[src/rtl/mem_arbiter_pkg.sv]
// Shared types and defaults for the two-port memory arbiter.
package mem_arbiter_pkg;

    localparam int unsigned DATA_W_DEF    = 32;
    localparam int unsigned MEM_WORDS_DEF = 64;

    typedef enum logic {
        ST_IDLE   = 1'b0,
        ST_ACCESS = 1'b1
    } state_e;

    typedef enum logic {
        OWN_M0 = 1'b0,
        OWN_M1 = 1'b1
    } owner_e;

endpackage

[src/rtl/mem_arb_pick.sv]
// Two-way request picker; on a tie the port not granted last wins.
// Tying last_m1_i high gives fixed priority to port 0.
module mem_arb_pick (
    input  logic [1:0] req_i,
    input  logic       last_m1_i,
    output logic [1:0] gnt_o
);

    always_comb begin
        gnt_o = 2'b00;
        if (req_i == 2'b11) begin
            gnt_o = last_m1_i ? 2'b01 : 2'b10;
        end else begin
            gnt_o = req_i;
        end
    end

endmodule

[src/rtl/mem_arbiter.sv]
// Serialises CPU (m0) and loader/debug (m1) accesses onto one single-port memory.
// Define MEM_ARBITER_ROUND_ROBIN_EN for round-robin ties; default is fixed m0 priority.
module mem_arbiter
    import mem_arbiter_pkg::*;
#(
    parameter int unsigned DATA_W    = DATA_W_DEF,
    parameter int unsigned MEM_WORDS = MEM_WORDS_DEF
) (
    input  logic              clk,
    input  logic              reset,
    input  logic              m0_req,
    input  logic              m0_we,
    input  logic [DATA_W-1:0] m0_addr,
    input  logic [DATA_W-1:0] m0_wdata,
    output logic              m0_gnt,
    output logic              m0_rvalid,
    output logic [DATA_W-1:0] m0_rdata,
    output logic              m0_err,
    input  logic              m1_req,
    input  logic              m1_we,
    input  logic [DATA_W-1:0] m1_addr,
    input  logic [DATA_W-1:0] m1_wdata,
    output logic              m1_gnt,
    output logic              m1_rvalid,
    output logic [DATA_W-1:0] m1_rdata,
    output logic              m1_err,
    output logic              mem_we,
    output logic [DATA_W-1:0] mem_a,
    output logic [DATA_W-1:0] mem_wd,
    input  logic [DATA_W-1:0] mem_rd
);

    localparam int unsigned IDX_W = DATA_W - 2;
    localparam logic [IDX_W-1:0] WORDS_LIM = IDX_W'(MEM_WORDS);

    state_e            state_q, state_d;
    owner_e            owner_q, owner_d;
    logic              we_q, we_d;
    logic [DATA_W-1:0] addr_q, addr_d;
    logic [DATA_W-1:0] wdata_q, wdata_d;
    logic              rvalid0_q, rvalid0_d, rvalid1_q, rvalid1_d;
    logic [DATA_W-1:0] rdata0_q, rdata0_d, rdata1_q, rdata1_d;
    logic              err0_q, err0_d, err1_q, err1_d;

    logic [1:0]        req_c;
    logic [1:0]        pick_c;
    logic              last_m1_c;
    logic              in_range_c;
    logic [DATA_W-1:0] resp_data_c;

    assign req_c = {m1_req, m0_req};

`ifdef MEM_ARBITER_ROUND_ROBIN_EN
    owner_e last_q, last_d;
    assign last_m1_c = (last_q == OWN_M1);
`else
    assign last_m1_c = 1'b1;
`endif

    mem_arb_pick u_pick (
        .req_i     (req_c),
        .last_m1_i (last_m1_c),
        .gnt_o     (pick_c)
    );

    // Byte offset is ignored; only the word index is range-checked.
    assign in_range_c  = (addr_q[DATA_W-1:2] < WORDS_LIM);
    assign resp_data_c = (!we_q && in_range_c) ? mem_rd : '0;

    // Next-state, grant and memory-pin decode.
    always_comb begin
        state_d   = state_q;
        owner_d   = owner_q;
        we_d      = we_q;
        addr_d    = addr_q;
        wdata_d   = wdata_q;
        rvalid0_d = 1'b0;
        rvalid1_d = 1'b0;
        rdata0_d  = rdata0_q;
        rdata1_d  = rdata1_q;
        err0_d    = err0_q;
        err1_d    = err1_q;
        m0_gnt    = 1'b0;
        m1_gnt    = 1'b0;
        mem_we    = 1'b0;
        mem_a     = '0;
        mem_wd    = '0;
`ifdef MEM_ARBITER_ROUND_ROBIN_EN
        last_d    = last_q;
`endif
        case (state_q)
            ST_IDLE: begin
                if (|req_c) begin
                    m0_gnt  = pick_c[0];
                    m1_gnt  = pick_c[1];
                    owner_d = pick_c[1] ? OWN_M1 : OWN_M0;
                    we_d    = pick_c[1] ? m1_we    : m0_we;
                    addr_d  = pick_c[1] ? m1_addr  : m0_addr;
                    wdata_d = pick_c[1] ? m1_wdata : m0_wdata;
                    state_d = ST_ACCESS;
`ifdef MEM_ARBITER_ROUND_ROBIN_EN
                    last_d  = pick_c[1] ? OWN_M1 : OWN_M0;
`endif
                end
            end
            ST_ACCESS: begin
                mem_a  = addr_q;
                mem_wd = wdata_q;
                mem_we = we_q && in_range_c;
                if (owner_q == OWN_M1) begin
                    rvalid1_d = 1'b1;
                    rdata1_d  = resp_data_c;
                    err1_d    = !in_range_c;
                end else begin
                    rvalid0_d = 1'b1;
                    rdata0_d  = resp_data_c;
                    err0_d    = !in_range_c;
                end
                state_d = ST_IDLE;
            end
            default: state_d = ST_IDLE;
        endcase
    end

    // Reset drops any in-flight access; mem_we follows state_q so it falls at once.
    always_ff @(posedge clk or posedge reset) begin
        if (reset) begin
            state_q   <= ST_IDLE;
            owner_q   <= OWN_M0;
            we_q      <= 1'b0;
            addr_q    <= '0;
            wdata_q   <= '0;
            rvalid0_q <= 1'b0;
            rvalid1_q <= 1'b0;
            rdata0_q  <= '0;
            rdata1_q  <= '0;
            err0_q    <= 1'b0;
            err1_q    <= 1'b0;
`ifdef MEM_ARBITER_ROUND_ROBIN_EN
            last_q    <= OWN_M1;
`endif
        end else begin
            state_q   <= state_d;
            owner_q   <= owner_d;
            we_q      <= we_d;
            addr_q    <= addr_d;
            wdata_q   <= wdata_d;
            rvalid0_q <= rvalid0_d;
            rvalid1_q <= rvalid1_d;
            rdata0_q  <= rdata0_d;
            rdata1_q  <= rdata1_d;
            err0_q    <= err0_d;
            err1_q    <= err1_d;
`ifdef MEM_ARBITER_ROUND_ROBIN_EN
            last_q    <= last_d;
`endif
        end
    end

    assign m0_rvalid = rvalid0_q;
    assign m0_rdata  = rdata0_q;
    assign m0_err    = err0_q;
    assign m1_rvalid = rvalid1_q;
    assign m1_rdata  = rdata1_q;
    assign m1_err    = err1_q;

endmodule

[config.mk]
export PLATFORM = sky130hd
export DESIGN_NAME = mem_arbiter
export DESIGN_NICKNAME = d
export VERILOG_FILES = /design/src/rtl/mem_arbiter_pkg.sv /design/src/rtl/mem_arb_pick.sv /design/src/rtl/mem_arbiter.sv
export SDC_FILE = /design/constraint.sdc
export NUM_CORES = 1
export LEC_CHECK = 0
export BUFFER_PORTS_ARGS = -buffer_cell sky130_fd_sc_hd__buf_2
export CORE_MARGIN = 2
export CORE_UTILIZATION = 48
export DETAILED_ROUTE_END_ITERATION = 6
export PLACE_DENSITY = 0.81
export SLEW_MARGIN = 20
export SYNTH_ARGS = -nofsm -noshare
export SYNTH_HDL_FRONTEND = slang
export SYNTH_SLANG_ARGS = --single-unit
[constraint.sdc]
create_clock -name clk -period 5.7 [get_ports clk]
set_clock_uncertainty 0.1 [all_clocks]
set_input_delay 0.57 -clock clk [delete_from_list [all_inputs] [get_ports clk]]
set_output_delay 0.57 -clock clk [all_outputs]
set_load 0.02 [all_outputs]
-- After elaboration in Yosys (flattened, before gate mapping)
Index checks and enable logic that the tools add are counted.
W data, S select, Z words.
- bits in registers: 135
- latch bits: 0
- bits in writable memories: 0
- memory bits (read-only): 0
- output and inout port bits: 135
- word-level logic and storage cells: 42
- memories kept: 0
- $add $sub $neg: 0
- $mul: 0
- divide/modulo/power cells: 0
- order comparisons: 1
- equality and inequality tests: 1
- shift-type cells: 0
- muxes and demuxes: 19
- bitwise logic cells: 2
- reduce and logical (&&, ||, !) cells: 8
- operator list (cell ; count):
    $mux W32 ; 5
    $lt A30 B7 Y1 const B ; 1
    $mux W1 ; 12
    $reduce_and A2 Y1 ; 3
    $eq A2 B2 Y1 const B ; 1
    $logic_and A1 B1 Y1 ; 2
    $logic_not A1 Y1 ; 2
    $mux W2 ; 1
    $not A1 Y1 ; 2
    $pmux W1 S2 ; 1
    $reduce_or A2 Y1 ; 1

-- Depth between registers and ports, before layout
Gate-level depths: netlist (run 1).
- word-level depth: 4
- depth in mapped cells: 6
- depth with buffers taken out: 4

-- Modules after synthesis
A second synthesis (run 1) with hierarchy kept.
- cell total of the unflattened synthesis: 643
- area, all modules: 6814.0 um^2
- by module, submodules not included (module ; times used ; cells each ; area each (um^2) ; seq. area each (um^2)):
    mem_arbiter ; 1 ; 640 ; 6795.3 ; 3378.2
    mem_arb_pick ; 1 ; 3 ; 18.8 ; 0.0

-- Least setup slack after synthesis (run 1)
OpenSTA, ideal clock, no wires.
- kind: flip-flop to output port
- start: register addr_q[30]
- end: output mem_we
- arrival: 1662 ps
- required time: 5030 ps
- slack: 3368 ps
- cell stages (with the launch flop): 6
- path buffers: 2
- path through: dfrtp_1 > nor4_2 > nand2_1 > buf_4 > buf_4 > nor3_1
- word-level cells in the longest chain between the ends: 3
- RTL lines (item ; RTL line ; source):
    from (decl) ; mem_arbiter.sv:39 ; logic [DATA_W-1:0] addr_q, addr_d;
    from (signal assigned) ; mem_arbiter.sv:146 ; addr_q <= addr_d;
    $lt A30 B7 Y1 ; mem_arbiter.sv:67 ; assign in_range_c = (addr_q[DATA_W-1:2] < WORDS_LIM);
    $logic_and A1 B1 Y1 ; mem_arbiter.sv:109 ; mem_we = we_q && in_range_c;
    $mux W1 ; mem_arbiter.sv:91 ; case (state_q)
    to (decl) ; mem_arbiter.sv:27 ; output logic mem_we,
No other way between the ends.

-- Worst setup path after layout (run 1)
- start: register addr_q[27]
- end: output mem_we
The elaborated chain is that of the path after synthesis.

==> flow_summary.yaml, run 1 <==
status:
  outcome: "complete, no violations"
clocking:
  clkTransAtPathRegs_ns: 0.05
  clock-root-buffer: "clkbuf_16"
  clock_buffer_count_from_cts: 17
  htree_num_levels: 4
  clockBufferDepth: 2
  tritoncts_clock_tree: "done"
  cts.sinks: 135
  cts_resized: 0
  post_cts.repair.setup_buffers: 0
  hold_buffers: 0
  insertion_delay_ns: 0.41
global_routing:
  grt_pass1_vias: 5574
  grt_use_total_pct: 24.5
  wire_length_of_the_first_global_routing_pass_mm: 28.5
  grt_start_max_net_pins: 91
  overflow: 0
  initial_antenna_violation_count: 0
die:
  design.portCount: 301
  effective_utilization_at_floorplan_pct: 49.0
  die_h_um: 123
  dieWidth_um: 123
  floorplan_core_area_sq_mm: 0.0138
  floorplan.die_area_sq_mm: 0.0151
  std_cell_rows: 43
finish:
  final_net_count: 1074
  final_layout_size_suffix_gt1_share_pct: 43.9
  sequential_cell_area_in_the_final_layout_sq_mm: 0.00338
  num_antenna_cells: 0
  layout.cells.most_common: "buf_2"
  layout.filler_cells: 1170
  multi_input_area_sq_mm: 0.00308
  synthToLayoutAreaGrowth_pct: 30.1
  fin_util_pct: 63.7
  layout.cells.most_common_list: "buf_2, dfrtp_1, nand2_1, a22oi_1, and2_1"
timing:
  setup_total_negative_slack_ns: 0
  period_share_pct: 57.2
  hold_viol: 0
  worstMarginPinSlew_ns: 1.05
  clock.fmax_ghz: 0.307
  report.final.slew_viol_count: 0
  timing.final.setup_violations: 0
  rsz0062_at_grt: "no"
  timing.slew.headroom_pct: 29.7
  timing.final.crit_period_ns: 3.26
route:
  remaining_drc_errors: 0
  route.detailed.vias_per_inst: 5.35
  ant_nets: 0
  drt_first_iter_violations: 407
  drt_wl_total_mm: 18.3
  detail_route.first_pass.iterations: 4
  routed_wire_length_per_instance_um: 16.7
  dr_total_vias: 5892
synthesis:
  synthesis.nets: 815
  synthesis.area_sq_mm: 0.00677
  synth_sequential_area_ratio_pct: 49.9
  number_of_standard_cells_after_synthesis: 649
  yosys_warnings: 0
  largest_family_of_logic_cells_by_synthesized_area: "compound AO/OA/AOI/OAI gates"
  synthesis.area_per_instance_sq_um: 10.4
  yosys.cell_types.count: 25
  synthMuxAreaShare_pct: 0
  synth_xor_xnor_area_share_pct: 0
  synth-seq-cells: 135
  synthAdderAreaFrac_pct: 0
  synth_compound_area_share_pct: 27.3
  post_synth_and_or_nand_nor_area_fraction_pct: 17.7
pwr:
  vdd_drop_max_mv: 0.174
  power.static_leakage_nw: 4.62
  cellPowerDensity_mw_per_mm2: 301
placed_design:
  placed_wire_length_estimate_mm: 13.0
  io_buffer_count: 300
  place.gp.congestion: 0.856
setup_path:
  critical-path-top-delay-family: "buffers and inverters"
  worstSetupEndpointType: "primary output"
  path_max_fanout: 35
  critPathRequiredTime_ns: 5.03
  start_kind: "flip-flop"
  critical_path_class: "flip-flop to primary output"
  cp_num_buf_inv: 3
  path_cells: "nor4_1 > nand4_1 > buf_4 > buf_4 > nor3_1 > buf_2"
  cpMostUsedCell: "buf_4"
  worst_ep_arrival_time_ns: 2.59
  crit_path_top_delay_cell: "nor4_1"
  crit_path_max_incr_delay_ns: 0.49
worst_hold_path:
  type_of_the_tightest_min_delay_check: "input pin to async pin"
flow_run:
  max-cap-violations: 0
through the flow:
stage / power, mW / hold slack (ns) / setup WS [ns] / instances / instance area, sq um
final: 2.65 / 0.205 / 2.44 / 1101 / 8810
after global routing: 2.78 / 0.270 / 2.29 / 1101 / 8810
after global placement: 1.65 / 0.354 / 2.88 / 1069 / 8270
after floorplan: 1.47 / 0.342 / 1.42 / 649 / 6770
after detailed placement: 1.67 / 0.355 / 2.83 / 1069 / 8270
after CTS: 2.67 / 0.243 / 2.39 / 1101 / 8810
per-layer routing:
metal	wire, um	GRT usage [%]	share of wire [%]	up-vias
met3	1250	5.72	6.8	35
met5	0	0	0	-
li1	-	-	-	2837
met1	7520	31.1	41	2795
met2	9010	40.1	49	225
met4	567	10.4	3.1	0
cell usage after synthesis (all sizes together):
master	n	share of area (%)
a22oi	65	7.2
and2	64	5.9
buf	28	2.7
clkbuf	40	2.2
dfrtp	135	50
inv	5	0.28
nand2	132	7.3
nand2b	34	3.1
nand3	2	0.15
nand4	1	0.092
nor2	1	0.055
nor2b	2	0.18
nor3	1	0.074
nor4	6	0.74
o21ai	65	4.8
o21bai	1	0.11
o22a	2	0.26
o22ai	1	0.092
o41ai	64	15
worst register-to-register path: cells and delay by family, from the launching register on:
family	cells	cell delay, ns
simple gates	1	0.12
buf+inv	2	1.15
flops	1	0.66
compound gates	2	0.55
where the power goes:
group | switching [mW] | leakage [nW] | total [mW] | internal, mW
clock network | 0.388 | 0.270 | 1.01 | 0.618
logic | 0.341 | 2.59 | 0.526 | 0.185
registers | 0.0709 | 1.76 | 1.12 | 1.05
total | 0.800 | 4.62 | 2.65 | 1.85
layout make-up:
type                       count  area share (%)
sequential                   135            38.4
clock buffer                  23            5.31
tap                          180            2.56
clock inverter                 9           0.866
timing repair buffer         308            17.7
inverter                       5           0.270
multi-input combinational    441            34.9
flip-flops by register name, summed over array words and instances, names as in the netlist:
signal and cells:
addr_q 32, m0_rdata 32, m1_rdata 32, wdata_q 32, m0_err 1, m0_rvalid 1
m1_err 1, m1_rvalid 1, owner_q 1, state_q 1, we_q 1
path summary, 6_finish.rpt:
kind	slack [ns]	to	from	cells after the start
setup / recovery	2.44	mem_we	addr_q[27]$_DFFE_PP0P_	6
hold / removal	0.20	m1_rdata[6]$_DFFE_PP0P_	reset	2
hold reg to reg	0.37	wdata_q[4]$_DFFE_PP0P_	wdata_q[4]$_DFFE_PP0P_	2
max in group asynchronous	4.15	m1_rdata[30]$_DFFE_PP0P_	reset	3
min in group clk	0.33	addr_q[9]$_DFFE_PP0P_	m1_addr[9]	3
setup reg to reg	3.02	wdata_q[26]$_DFFE_PP0P_	state_q$_DFF_PP0_	5
cells by family (layout without fill, tap and decap cells):
kind of cell,Yosys count,count (layout)
flip-flops,135,135
buffers and inverters,73,345
AND/OR/NAND/NOR,243,243
AO/OA/AOI/OAI,198,198
(Power assumes the default switching activity.)
==> inputs of run 2 (changes only) <==
==> constraint.sdc (replaced) <==
create_clock -name clk -period 3.2 [get_ports clk]
set_clock_uncertainty 0.1 [all_clocks]
set_input_delay 0.32 -clock clk [delete_from_list [all_inputs] [get_ports clk]]
set_output_delay 0.32 -clock clk [all_outputs]
set_load 0.02 [all_outputs]
==> run 2 against run 1 <==
Compared with the run above:
- the flow now finishes with violations (negative hold slack)
- wire length is 2.9% higher
- non-clock buffer count is 6 higher
- clock power is 100% higher
- highest routed layer unchanged
==> flow_summary.yaml, run 2 (same netlist as run 1, synthesis figures left out) <==
finish:
  stdcell_count: 1107
  synthToLayoutAreaGrowth_pct: 33.5
  final_net_count: 1080
  layout.cells.most_common: "buf_2"
  layout.cells.most_common_list: "buf_2, dfrtp_1, nand2_1, a22oi_1, and2_1"
  final_layout_size_suffix_gt1_share_pct: 44.6
clocking:
  clockBufferDepth: 2
  hold_buffers: 0
  clkTransAtPathRegs_ns: 0.06
  tritoncts_clock_tree: "done"
  htree_num_levels: 4
  cts_resized: 0
  cts.sinks: 135
  post_cts.repair.setup_buffers: 0
  clock_buffer_count_from_cts: 17
  insertion_delay_ns: 0.42
  clock-root-buffer: "clkbuf_16"
timing:
  report.final.slew_viol_count: 0
  setup_total_negative_slack_ns: 0
  timing.slew.headroom_pct: 39.9
  whs_ns: -0.00476
  timing.final.setup_violations: 0
  timing.final.crit_period_ns: 2.72
  worstMarginPinSlew_ns: 0.899
  hold_viol: 5
  clock.fmax_ghz: 0.367
  rsz0062_at_grt: "no"
  period_share_pct: 85.1
route:
  drt_first_iter_violations: 478
  routed_wire_length_per_instance_um: 17.0
  remaining_drc_errors: 0
  ant_nets: 0
  detail_route.first_pass.iterations: 7
  route.detailed.vias_per_inst: 5.44
  dr_total_vias: 6019
  drt_wl_total_mm: 18.9
setup_path:
  path_max_fanout: 67
  critPathRequiredTime_ns: 2.78
  worstSetupEndpointType: "primary output"
  start_kind: "flip-flop"
  critical_path_class: "flip-flop to primary output"
  worst_ep_arrival_time_ns: 2.30
pwr:
  power.static_leakage_nw: 4.71
  vdd_drop_max_mv: 0.328
  cellPowerDensity_mw_per_mm2: 558
placed_design:
  place.detailed.instances: 1074
  place.gp.congestion: 0.825
  io_buffer_count: 300
  placed_wire_length_estimate_mm: 13.1
status:
  violated_checks: "negative hold slack"
  outcome: "finished with violations"
global_routing:
  grt_use_total_pct: 25.1
  wire_length_of_the_first_global_routing_pass_mm: 28.8
  grt_pass1_vias: 5629
  grt_start_max_net_pins: 76
  initial_antenna_violation_count: 1
  overflow: 0
die:
  floorplan.die_area_sq_mm: 0.0151
  dieWidth_um: 123
  design.portCount: 301
  std_cell_rows: 43
  die_h_um: 123
  floorplan_core_area_sq_mm: 0.0138
  effective_utilization_at_floorplan_pct: 49.0
flow_run:
  max-cap-violations: 0
worst_hold_path:
  type_of_the_tightest_min_delay_check: "input pin to async pin"
run 2: changes by cell type in the layout (fill, tap and decap cells not counted), sizes merged:
cell | previous run | this run
buf | 308 | 314
clkinvlp | 1 | 6
clkbuf | 23 | 19
clkinv | 7 | 3
bufinv | 1 | 4
diode | 0 | 1
inv | 5 | 4
run 2: metal layers:
layer  track usage, %  vias to the layer above  wire (um)
met1             32.1                     2906       7730
met4             9.41                        0        409
met3             5.67                       33       1160
met5                0                        -          0
li1                 -                     2852          -
met2             41.6                      228       9560
run 2: where the power goes:
group | switching (mW) | total (mW) | internal [mW]
Combinational | 0.645 | 1.00 | 0.359
Clock | 0.733 | 2.07 | 1.34
Sequential | 0.105 | 1.97 | 1.87
run 2: metrics by stage:
stage	hold WS (ns)	instance area, sq um	power [mW]	utilization [%]	worst slack (ns)
6_report	-0.00476	9040	5.05	65.4	0.477
5_1_grt	0.0557	9040	5.28	65.4	0.313
4_1_cts	0.00864	9010	5.08	65.2	0.394
2_1_floorplan	0.342	6780	2.62	-	1.10
3_5_place_dp	0.354	8380	3.00	60.6	0.851
3_3_place_gp	0.349	8380	2.98	60.6	0.820
run 2: final timing paths:
check                           depth (start not counted)                      from  slack, ns                       end
worst min register to register                          2  m0_rdata[29]$_DFFE_PP0P_       0.36  m0_rdata[29]$_DFFE_PP0P_
min in group clk                                        3              m1_wdata[30]       0.08   wdata_q[30]$_DFFE_PP0P_
worst max register to register                          4    addr_q[31]$_DFFE_PP0P_       0.97  m0_rdata[15]$_DFFE_PP0P_
worst max-delay path                                    5    addr_q[26]$_DFFE_PP0P_       0.48                    mem_we
worst min-delay path                                    2                     reset     -0.005    addr_q[21]$_DFFE_PP0P_
max in group asynchronous                               3                     reset       2.27  m0_rdata[13]$_DFFE_PP0P_
run 2: final cells by class:
| class | instances | area [sq um] |
|---|---|---|
| clock buffer | 19 | 453 |
| fill | 1106 | 4790 |
| inverter | 5 | 22.5 |
| sequential | 135 | 3380 |
| clock inverter | 12 | 176 |
| tap | 180 | 225 |
| antenna | 1 | 2.50 |
| timing repair buffer | 314 | 1700 |
| multi-input combinational | 441 | 3080 |
run 2: worst max-delay path, cell delays in order, from the launching register on:
cell and delay [ns]:
dfrtp_1 0.40, nor4_1 0.48, nand4_1 0.25, buf_12 0.30, nor3_1 0.23, buf_2 0.20
